File: config.mk
export PLATFORM = sky130hd
export DESIGN_NAME = threshold_hyst_detect_flat
export DESIGN_NICKNAME = d
export VERILOG_FILES = /design/src/rtl/threshold_pkg.sv /design/src/rtl/threshold_hyst_detect_if.sv /design/src/rtl/threshold_scale_mult.sv /design/src/rtl/threshold_hyst_detect.sv /design/src/flat_wrapper.sv
export SDC_FILE = /design/constraint.sdc
export NUM_CORES = 2
export LEC_CHECK = 0
export CORE_MARGIN = 1
export CORE_UTILIZATION = 58
export CTS_BUF_LIST = sky130_fd_sc_hd__clkbuf_8 sky130_fd_sc_hd__clkbuf_16
export CTS_CLUSTER_DIAMETER = 150
export DETAILED_ROUTE_END_ITERATION = 8
export PLACE_DENSITY = 0.8
export SLEW_MARGIN = 20
export SYNTH_ARGS = -nofsm -noshare
export SYNTH_HDL_FRONTEND = slang
export SYNTH_SLANG_ARGS = --single-unit
File: constraint.sdc
create_clock -name clk -period 7.9 [get_ports clk]
set_input_delay 1.58 -clock clk [delete_from_list [all_inputs] [get_ports clk]]
set_output_delay 1.58 -clock clk [all_outputs]
set_load 0.1 [all_outputs]
File: src/rtl/threshold_pkg.sv
// Shared types and helpers for the hysteresis threshold detector.
// Holds the detect FSM state encoding and the saturating fixed-point shift.
package threshold_pkg;

  typedef enum logic [1:0] {
    ST_IDLE    = 2'd0,
    ST_PENDING = 2'd1,
    ST_ACTIVE  = 2'd2,
    ST_HOLDOFF = 2'd3
  } state_t;

  localparam int unsigned SAT_MAX_W = 64;

  // Drop the fractional bits, then clamp to all-ones of 'width' if anything is left above it.
  function automatic logic [SAT_MAX_W-1:0] sat_shift(input logic [SAT_MAX_W-1:0] prod,
                                                     input int unsigned frac,
                                                     input int unsigned width);
    logic [SAT_MAX_W-1:0] shifted;
    logic [SAT_MAX_W-1:0] ones;
    shifted = prod >> frac;
    ones    = (width >= SAT_MAX_W) ? '1 : ((SAT_MAX_W'(1) << width) - SAT_MAX_W'(1));
    return ((shifted & ~ones) != '0) ? ones : shifted;
  endfunction

endpackage

File: src/rtl/threshold_hyst_detect_if.sv
// Stream bundle for threshold_hyst_detect: signal input i0, reference input i1, detect output o.
// Handshake: a beat moves on a rising clk edge where tvalid & tready are both 1; a source holds
// tdata/tlast/tvalid stable until that edge, and tready may depend combinationally on tvalid.
interface threshold_hyst_detect_if #(
  parameter int unsigned WIDTH = 32
);
  logic [WIDTH-1:0] i0_tdata;
  logic             i0_tlast;
  logic             i0_tvalid;
  logic             i0_tready;
  logic [WIDTH-1:0] i1_tdata;
  logic             i1_tlast;
  logic             i1_tvalid;
  logic             i1_tready;
  logic             o_tdata;
  logic             o_tuser;
  logic             o_tlast;
  logic             o_tvalid;
  logic             o_tready;

  modport master (
    output i0_tdata, i0_tlast, i0_tvalid,
    input  i0_tready,
    output i1_tdata, i1_tlast, i1_tvalid,
    input  i1_tready,
    input  o_tdata, o_tuser, o_tlast, o_tvalid,
    output o_tready
  );

  modport slave (
    input  i0_tdata, i0_tlast, i0_tvalid,
    output i0_tready,
    input  i1_tdata, i1_tlast, i1_tvalid,
    output i1_tready,
    output o_tdata, o_tuser, o_tlast, o_tvalid,
    input  o_tready
  );
endinterface

File: src/rtl/threshold_scale_mult.sv
// Scales a reference magnitude by an unsigned fixed-point factor, saturating to WIDTH bits.
// One register stage; the result loads only when ld is high.
module threshold_scale_mult
  import threshold_pkg::*;
#(
  parameter int unsigned WIDTH     = 32,
  parameter int unsigned SCALE_W   = 16,
  parameter int unsigned FRAC_BITS = 12
) (
  input  logic               clk,
  input  logic               reset,
  input  logic               clear,
  input  logic               ld,
  input  logic [WIDTH-1:0]   ref_mag,
  input  logic [SCALE_W-1:0] scale,
  output logic [WIDTH-1:0]   thr
);

  localparam int unsigned PROD_W = WIDTH + SCALE_W;

  logic [PROD_W-1:0] prod;

  assign prod = PROD_W'(ref_mag) * PROD_W'(scale);

  always_ff @(posedge clk or posedge reset) begin
    if (reset) begin
      thr <= '0;
    end else if (clear) begin
      thr <= '0;
    end else if (ld) begin
      thr <= WIDTH'(sat_shift(SAT_MAX_W'(prod), FRAC_BITS, WIDTH));
    end
  end

endmodule

File: src/rtl/threshold_hyst_detect.sv
// Joins signal and reference streams, scales the reference into on/off thresholds and runs a
// hysteresis detect FSM with minimum-duration entry and post-exit holdoff; two pipeline stages.
module threshold_hyst_detect
  import threshold_pkg::*;
#(
  parameter int unsigned WIDTH     = 32,
  parameter int unsigned SCALE_W   = 16,
  parameter int unsigned FRAC_BITS = 12,
  parameter int unsigned CNT_W     = 16
) (
  input  logic                  clk,
  input  logic                  reset,
  input  logic                  clear,
  threshold_hyst_detect_if.slave bus,
  input  logic [SCALE_W-1:0]    on_scale,
  input  logic [SCALE_W-1:0]    off_scale,
  input  logic [CNT_W-1:0]      min_len,
  input  logic [CNT_W-1:0]      holdoff,
  output logic [31:0]           event_count,
  output state_t                state_dbg
);

  logic             s1_valid;
  logic             s1_ready;
  logic             s2_ready;
  logic             accept;
  logic             xfer;
  logic [WIDTH-1:0] s1_i0;
  logic             s1_last;
  logic [WIDTH-1:0] thr_on;
  logic [WIDTH-1:0] thr_off;

  logic             o_valid_q;
  logic             o_data_q;
  logic             o_user_q;
  logic             o_last_q;

  state_t           state;
  state_t           state_nx;
  logic [CNT_W-1:0] cnt;
  logic [CNT_W-1:0] cnt_nx;
  logic [CNT_W:0]   cnt_inc;
  logic [CNT_W-1:0] ml;
  logic             above_on;
  logic             below_off;
  logic             det;
  logic             pulse;
  logic             i1_last_unused;

  assign i1_last_unused = bus.i1_tlast;

  // Join: both streams move together, and never while a flush is in progress.
  assign s2_ready      = ~o_valid_q | bus.o_tready;
  assign s1_ready      = ~s1_valid | s2_ready;
  assign accept        = bus.i0_tvalid & bus.i1_tvalid & s1_ready & ~clear & ~reset;
  assign bus.i0_tready = accept;
  assign bus.i1_tready = accept;
  assign xfer          = s1_valid & s2_ready;

  // Stage 1: sample, frame marker and both scaled thresholds.
  always_ff @(posedge clk or posedge reset) begin
    if (reset) begin
      s1_valid <= 1'b0;
      s1_i0    <= '0;
      s1_last  <= 1'b0;
    end else if (clear) begin
      s1_valid <= 1'b0;
      s1_i0    <= '0;
      s1_last  <= 1'b0;
    end else begin
      if (s1_ready) begin
        s1_valid <= accept;
      end
      if (accept) begin
        s1_i0   <= bus.i0_tdata;
        s1_last <= bus.i0_tlast;
      end
    end
  end

  threshold_scale_mult #(
    .WIDTH     (WIDTH),
    .SCALE_W   (SCALE_W),
    .FRAC_BITS (FRAC_BITS)
  ) u_mult_on (
    .clk     (clk),
    .reset   (reset),
    .clear   (clear),
    .ld      (accept),
    .ref_mag (bus.i1_tdata),
    .scale   (on_scale),
    .thr     (thr_on)
  );

  threshold_scale_mult #(
    .WIDTH     (WIDTH),
    .SCALE_W   (SCALE_W),
    .FRAC_BITS (FRAC_BITS)
  ) u_mult_off (
    .clk     (clk),
    .reset   (reset),
    .clear   (clear),
    .ld      (accept),
    .ref_mag (bus.i1_tdata),
    .scale   (off_scale),
    .thr     (thr_off)
  );

  // Stage 2 compare and detect FSM next-state.
  assign above_on  = s1_i0 > thr_on;
  assign below_off = s1_i0 < thr_off;
  assign ml        = (min_len == '0) ? CNT_W'(1) : min_len;
  assign cnt_inc   = {1'b0, cnt} + (CNT_W+1)'(1);

  always_comb begin
    state_nx = state;
    cnt_nx   = cnt;
    det      = 1'b0;
    pulse    = 1'b0;
    case (state)
      ST_IDLE: begin
        if (above_on) begin
          if (ml == CNT_W'(1)) begin
            state_nx = ST_ACTIVE;
            cnt_nx   = '0;
            det      = 1'b1;
            pulse    = 1'b1;
          end else begin
            state_nx = ST_PENDING;
            cnt_nx   = CNT_W'(1);
          end
        end else begin
          cnt_nx = '0;
        end
      end
      ST_PENDING: begin
        if (!above_on) begin
          state_nx = ST_IDLE;
          cnt_nx   = '0;
        end else if (cnt_inc >= {1'b0, ml}) begin
          state_nx = ST_ACTIVE;
          cnt_nx   = '0;
          det      = 1'b1;
          pulse    = 1'b1;
        end else begin
          cnt_nx = cnt_inc[CNT_W-1:0];
        end
      end
      ST_ACTIVE: begin
        if (below_off) begin
          if (holdoff != '0) begin
            state_nx = ST_HOLDOFF;
            cnt_nx   = CNT_W'(1);
          end else begin
            state_nx = ST_IDLE;
            cnt_nx   = '0;
          end
        end else begin
          det = 1'b1;
        end
      end
      ST_HOLDOFF: begin
        // Samples here are swallowed regardless of level; cnt counts them.
        if (cnt >= holdoff) begin
          state_nx = ST_IDLE;
          cnt_nx   = '0;
        end else begin
          cnt_nx = cnt_inc[CNT_W-1:0];
        end
      end
      default: begin
        state_nx = ST_IDLE;
        cnt_nx   = '0;
      end
    endcase
  end

  // Stage 2 registers: the FSM only moves when a sample actually enters this stage.
  always_ff @(posedge clk or posedge reset) begin
    if (reset) begin
      o_valid_q   <= 1'b0;
      o_data_q    <= 1'b0;
      o_user_q    <= 1'b0;
      o_last_q    <= 1'b0;
      state       <= ST_IDLE;
      cnt         <= '0;
      event_count <= '0;
    end else if (clear) begin
      o_valid_q   <= 1'b0;
      o_data_q    <= 1'b0;
      o_user_q    <= 1'b0;
      o_last_q    <= 1'b0;
      state       <= ST_IDLE;
      cnt         <= '0;
      event_count <= '0;
    end else begin
      if (s2_ready) begin
        o_valid_q <= s1_valid;
      end
      if (xfer) begin
        o_data_q <= det;
        o_user_q <= pulse;
        o_last_q <= s1_last;
        state    <= state_nx;
        cnt      <= cnt_nx;
        if (pulse && (event_count != '1)) begin
          event_count <= event_count + 32'd1;
        end
      end
    end
  end

  assign bus.o_tvalid = o_valid_q;
  assign bus.o_tdata  = o_data_q;
  assign bus.o_tuser  = o_user_q;
  assign bus.o_tlast  = o_last_q;
  assign state_dbg    = state;

endmodule
File: src/flat_wrapper.sv
// flat-port wrapper written by rule: the top's interface ports become plain ports
module threshold_hyst_detect_flat import threshold_pkg::*;
#(
  parameter int unsigned WIDTH     = 32,
  parameter int unsigned SCALE_W   = 16,
  parameter int unsigned FRAC_BITS = 12,
  parameter int unsigned CNT_W     = 16
)
  (clk, reset, clear, on_scale, off_scale, min_len, holdoff, event_count, state_dbg, bus_i0_tdata, bus_i0_tlast, bus_i0_tvalid, bus_i0_tready, bus_i1_tdata, bus_i1_tlast, bus_i1_tvalid, bus_i1_tready, bus_o_tdata, bus_o_tuser, bus_o_tlast, bus_o_tvalid, bus_o_tready);
  threshold_hyst_detect_if #(.WIDTH(WIDTH)) bus_i ();
  input  logic clk;
  input  logic reset;
  input  logic clear;
  input  logic [SCALE_W-1:0] on_scale;
  input  logic [SCALE_W-1:0] off_scale;
  input  logic [CNT_W-1:0] min_len;
  input  logic [CNT_W-1:0] holdoff;
  output logic [31:0] event_count;
  output state_t state_dbg;
  input wire logic [$bits(bus_i.i0_tdata)-1:0] bus_i0_tdata;
  input wire logic [$bits(bus_i.i0_tlast)-1:0] bus_i0_tlast;
  input wire logic [$bits(bus_i.i0_tvalid)-1:0] bus_i0_tvalid;
  output wire logic [$bits(bus_i.i0_tready)-1:0] bus_i0_tready;
  input wire logic [$bits(bus_i.i1_tdata)-1:0] bus_i1_tdata;
  input wire logic [$bits(bus_i.i1_tlast)-1:0] bus_i1_tlast;
  input wire logic [$bits(bus_i.i1_tvalid)-1:0] bus_i1_tvalid;
  output wire logic [$bits(bus_i.i1_tready)-1:0] bus_i1_tready;
  output wire logic [$bits(bus_i.o_tdata)-1:0] bus_o_tdata;
  output wire logic [$bits(bus_i.o_tuser)-1:0] bus_o_tuser;
  output wire logic [$bits(bus_i.o_tlast)-1:0] bus_o_tlast;
  output wire logic [$bits(bus_i.o_tvalid)-1:0] bus_o_tvalid;
  input wire logic [$bits(bus_i.o_tready)-1:0] bus_o_tready;
  assign bus_i.i0_tdata = bus_i0_tdata;
  assign bus_i.i0_tlast = bus_i0_tlast;
  assign bus_i.i0_tvalid = bus_i0_tvalid;
  assign bus_i0_tready = bus_i.i0_tready;
  assign bus_i.i1_tdata = bus_i1_tdata;
  assign bus_i.i1_tlast = bus_i1_tlast;
  assign bus_i.i1_tvalid = bus_i1_tvalid;
  assign bus_i1_tready = bus_i.i1_tready;
  assign bus_o_tdata = bus_i.o_tdata;
  assign bus_o_tuser = bus_i.o_tuser;
  assign bus_o_tlast = bus_i.o_tlast;
  assign bus_o_tvalid = bus_i.o_tvalid;
  assign bus_i.o_tready = bus_o_tready;
  threshold_hyst_detect #(.WIDTH(WIDTH), .SCALE_W(SCALE_W), .FRAC_BITS(FRAC_BITS), .CNT_W(CNT_W)) u_core (.clk(clk), .reset(reset), .clear(clear), .bus(bus_i), .on_scale(on_scale), .off_scale(off_scale), .min_len(min_len), .holdoff(holdoff), .event_count(event_count), .state_dbg(state_dbg));
endmodule
Word level (Yosys, flattened, before mapping)
Index checks and enable logic that the tools add are counted.

Bitwise operators: 11. $lt $le $gt $ge: 4. Add/subtract/negate cells: 2. Equality and inequality tests: 9. Multipliers: 2. Mux-type cells: 51. Div/mod/pow operators: 0. Reductions and logical operators: 14. Shift operators: 0.

Operators by type and width (count): $mux 32 (11); $reduce_bool 64->1 (2); $mux 16 (7); $mul 32x16->48 (2); $pmux 16 s4 (1); $add 32x1->32 const B (1); $gt 32x32->1 (1); $lt 32x32->1 (1); $ne 32x32->1 const B (1); $mux 1 (20); $mux 2 (9); $add 16x1->17 const B (1); $ge 17x16->1 (1); $eq 16x1->1 const B (1); $ge 16x16->1 (1); $logic_not 16->1 (1); $reduce_bool 16->1 (1); $reduce_bool 2->1 (5); $ne 3x2->1 const B (3); $pmux 2 s4 (1); $and 1x1->1 (5); $reduce_and 5->1 (1); $eq 2x2->1 const B (2); $ne 4x4->1 const B (1); other kinds (8) (13).

Word-level logic and storage cells: 105. Bits in latches: 0. Register bits: 152. Output and inout bits: 40. Memories kept: 0. Input bits: 136. Memory bits (read-only): 0. RAM bits: 0.

Longest topological paths before layout
Depth after elaboration: 10. Mapped depth: 26.

Hierarchy
Synthesis repeated with hierarchy kept, for this count alone.

Cells, all modules: 4866. Area total of the unflattened synthesis: 42135.4 um^2.

By module, submodules not included: threshold_scale_mult (u_core.u_mult_off) (times used 1, cells each 2064, area an instance 18044.8 um^2); threshold_scale_mult (u_core.u_mult_on) (times used 1, cells each 1954, area an instance 17284.1 um^2); threshold_hyst_detect (times used 1, cells each 848, area an instance 6806.5 um^2).

Worst setup path before layout
No wires, ideal clock.

Path kind: input -> output. From: input reset. To: output bus_i1_tready. Path slack: -1.076 ns. Data arrival time: 7.396 ns. Buffers on the path: 3. Data required time: 6.320 ns. Stages: 7. Path through: inv_1 > nand3_1 > or3_1 > inv_1 > clkbuf_1 > clkbuf_1 > buf_4.

Word-level cells in the longest chain between the ends: 2.

Ends and longest elaborated chain: from (decl) (line flat_wrapper.sv:12) `input logic reset;`; $not 1->1 (line threshold_hyst_detect.sv:55) `assign accept = bus.i0_tvalid & bus.i1_tvalid & s1_ready & ~clear & ~reset;`; $and 1x1->1 (line threshold_hyst_detect.sv:55); to (decl) (line flat_wrapper.sv:27) `output wire logic [$bits(bus_i.i1_tready)-1:0] bus_i1_tready;`.

Every way passes these cells.

Worst setup path in the final report
From: input off_scale[1]. To: register u_core.u_mult_off.thr[12].

Word-level cells in the longest chain between the ends: 5.

Ends and longest elaborated chain: from (decl) (line flat_wrapper.sv:15) `input logic [SCALE_W-1:0] off_scale;`; $mul 32x16->48 * (line threshold_scale_mult.sv:23) `assign prod = PROD_W'(ref_mag) * PROD_W'(scale);`; $reduce_bool 64->1 (line threshold_pkg.sv:22) `return ((shifted & ~ones) != '0) ? ones : shifted;`; $mux 32 * (line threshold_pkg.sv:22); $mux 32 * (line threshold_scale_mult.sv:30) `end else if (ld) begin`; $mux 32 * (line threshold_scale_mult.sv:28) `end else if (clear) begin`; to (signal assigned) (line threshold_scale_mult.sv:31) `thr <= WIDTH'(sat_shift(SAT_MAX_W'(prod), FRAC_BITS, WIDTH));`; to (decl) (line threshold_scale_mult.sv:16) `output logic [WIDTH-1:0] thr`.

Every way passes the cells marked *; elsewhere a longest branch is shown, timed or not. The select of a mux whose other input is x is not followed. A chain may end at the register's enable or synchronous reset.

==> results.md <==
* Outcome: finished with violations
* Failing checks: negative setup slack
* TritonCTS Buffers at 17
* Die ar. at ~73000 um^2
* Mapped cell area at roughly 42000 um^2
* Synth async-reset ratio at 1.00
* Final worst setup slack at -0.0287 ns
* First-pass GRT wire length at around 190000 um
* Core Area at 71400 um^2
* Worst relative slew slack at 0.296
* Initial antenna violation count at 1
* Hold path endpoint: u_core.bus.o_tlast
* Top-level I/O count at 176
* Worst Tran Pin Value at around 1.1 ns
* Post-synthesis compound-gate area fraction at 0.0881
* Syn nets at 6154
* Area of the multi-input gates at between 30000 and 40000 um^2
* Final nets at 6712
* R2R setup slack at slightly below 3 ns
* Post-DP HPWL at around 91000 um
* Area growth, synth to finish at 24.1%
* Register area share after synthesis at 0.0909
* Main combinational cell family by area after synthesis: adder cells
* TritonCTS clock tree: done
* Required time worst endpoint at 8.22 ns
* Maxcap violations at 0
* Grt ovf at 0
* Port bufs at 174
* Drt total wl at 129000 um
* Mapped Cells at 4853
* Global placement routability congestion at a little under 1
* Die Ht at 271 um
* Mux contribution to synthesized area at 0.000718
* Clock sink count at between 150 and 200
* Clock transition at the registers of the reported paths at 0.06 ns
* CP max stage cell: fa_1
* DRT Pass-1 Iters at 6
* Worst path depth at 27
* Worst hold-check path type: flip-flop to flip-flop
* Antenna Nets Post-Route at 0
* Placed Cells at ~6.2k
* Commonest cells after routing, fill and taps aside: inv_1, fa_1, nand2_1, buf_4, and2_1
* CP arrival at between 8 and 9 ns
* Buf/Inv on CP at 10
* Fraction of layout instances using a drive strength above 1 at 0.173
* Slowest stage delay, CP at 0.60 ns
* Hold Buf Count CTS at 0
* DR WL/cell at 20.2 um
* Final min period at ~7.9 ns
* Max FO, Critical Path at 8
* WHS Path Cells at 2
* Largest net degree at the start of global routing at roughly 150
* Startpoint types: input pin
* Most used flip-flop cell after synthesis: dfrtp_1
* Clk root buf: clkbuf_16
* Final core occ at 0.728
* Mean Syn Cell Area at around 8.6 um^2
* Synth top area cells: fa_1, ha_1, inv_1, dfrtp_1, nand2_1
* Pre-CTS setup slack at -0.796 ns
* FF-to-FF path depth at 16
* Die Wd at between 200 and 300 um
* Number of global-route vias before repair at roughly 38k
* Most area-hungry cell type in the Yosys netlist: fa_1
* RSZ-0062 raised after global routing: true
* Fin. Hold Viols at 0
* Finished Layout Cells at around 6.4k
* Rows at slightly below 100
* Number of synthesized flops with an enable pin at 0
* Syn. warnings at 0
* Fin. max-slew vios at 0
* # DRC at 0
* Share of the synthesized area in the top cell type at 0.399
* Worst skew pair latency at 0.44 ns
* Detailed Route Iter0 Violations at 3612
* Clock buffer depth at 2
* XOR/XNOR Fraction of Synth Area at 0.0232
* Endpoints failing setup at 9
* Critical path's most frequent cell: fa_1
* Peak Freq at 126 MHz
* Period utilization at 1.00
* H-tree levels at 4
* Worst hold start: u_core.s1_last
* Reg-to-Reg Start: u_core.cnt[2]
* Storage element area at around 3800 um^2
* RR Endpoint: u_core.event_count[15]
* Synth cell types at 96
* Adder-Cell Fraction of Synth Area at 0.498
* GRT Util Overall at 0.316
* Most common cell after layout, fill and taps aside: inv_1
* Average via count per standard cell at roughly 5.8
* Yosys reg bits at 152
* DR vias at 36.7k
* CP Capture Type: flip-flop
* Worst hold slack at 0.537 ns
* CP delay by family, top: adder cells
* WS Path Type: input pin to flip-flop
* Clk_skew at ~0.011 ns
* Simple-gate share of the synthesized area at 0.181
* Fill cells at between 4k and 5k
* Initial Util at 0.586
-- registers in the layout, summed over array words and instances, names as in the netlist --
name,count
u_core.state_dbg,2
u_core.bus.o_tdata,1
u_core.cnt,16
u_core.bus.o_tlast,1
u_core.u_mult_on.thr,32
u_core.u_mult_off.thr,32
u_core.event_count,32
u_core.s1_i0,32
u_core.bus.o_tuser,1
u_core.bus.o_tvalid,1
u_core.s1_valid,1
u_core.s1_last,1
-- cells in the mapped netlist (6+ instances only) --
cell	number
o211ai_1	15
and3_1	21
buf_2	11
o31ai_1	7
and2_1	419
a221oi_1	8
nor2b_1	16
a21oi_1	191
clkbuf_1	250
nand2b_1	17
nor2_1	100
nor4_1	15
or3_1	10
a31oi_1	22
xor2_1	57
dfrtp_1	152
o41ai_1	6
nand3b_1	7
nand4_1	50
inv_1	1020
fa_1	834
a211oi_1	21
ha_1	331
and4_1	10
o21ai_0	120
nor3_1	24
nand3_1	60
a32o_1	8
o21bai_1	11
nand2_1	773
o21a_1	45
xnor2_1	54
a21o_1	52
-- metal layers --
layer	global-route usage	up-vias	wire length, um
met5	0	-	0
met4	0.163	0	9270
met3	0.0330	487	12500
met2	0.527	1963	60300
met1	0.410	18400	46800
li1	-	15900	-
-- cell type report --
type | instances | area share
Antenna cell | 3 | 0.000145
Clock buffer | 18 | 0.00846
Clock inverter | 14 | 0.00304
Inverter | 1021 | 0.0739
Multi-Input combinational cell | 3408 | 0.658
Sequential cell | 152 | 0.0732
Tap cell | 950 | 0.0229
Timing Repair Buffer | 811 | 0.160
-- stage by stage --
stage	setup TNS (ns)	area, um^2
detailed placement	-46.79	48200
global placement	-41.50	48200
CTS	-0.0606	49600
floorplan	0	41800
global route	-7.14	51900
finish	-0.120	51900
-- tightest hold or removal path: stages, from the launching register on --
cell	delay (ns)
dfrtp_1	0.35
mux2i_1	0.07
nor2_1	0.08
-- worst max path at each step --
stage / start / endpoint / slack [ns]
final: off_scale[1] / u_core.u_mult_off.thr[12] / -0.03
after global placement: off_scale[2] / u_core.u_mult_off.thr[12] / -0.67
after CTS: off_scale[1] / u_core.u_mult_off.thr[12] / -0.01
after floorplan: off_scale[1] / u_core.u_mult_off.thr[5] / 0.34
after detailed placement: off_scale[2] / u_core.u_mult_off.thr[12] / -0.80
after global routing: bus_i1_tdata[29] / u_core.u_mult_off.thr[12] / -0.22
-- logic make-up after synthesis --
kind of cell               count (synthesis)
and+or+nand+nor                         1555
buffers and inverters                   1293
xor gates and xnor gates                 111
DFF                                      152
muxes                                      3
adders and majority gates               1165
AOI/OAI and AO/OA                        574
-- repair_timing --
| item | 4_1_cts | 5_1_grt |
|---|---|---|
| buffers inserted | 10 | 72 |
| setup endpoints to repair | 64 | 64 |
| pin swaps | 39 | 112 |
| cloned | 5 | 36 |
| gates resized for setup | 136 | 315 |
Power is left out: the tool's default activity adds up to more than one toggle a clock period on the data nets, which glitch-free logic cannot reach.
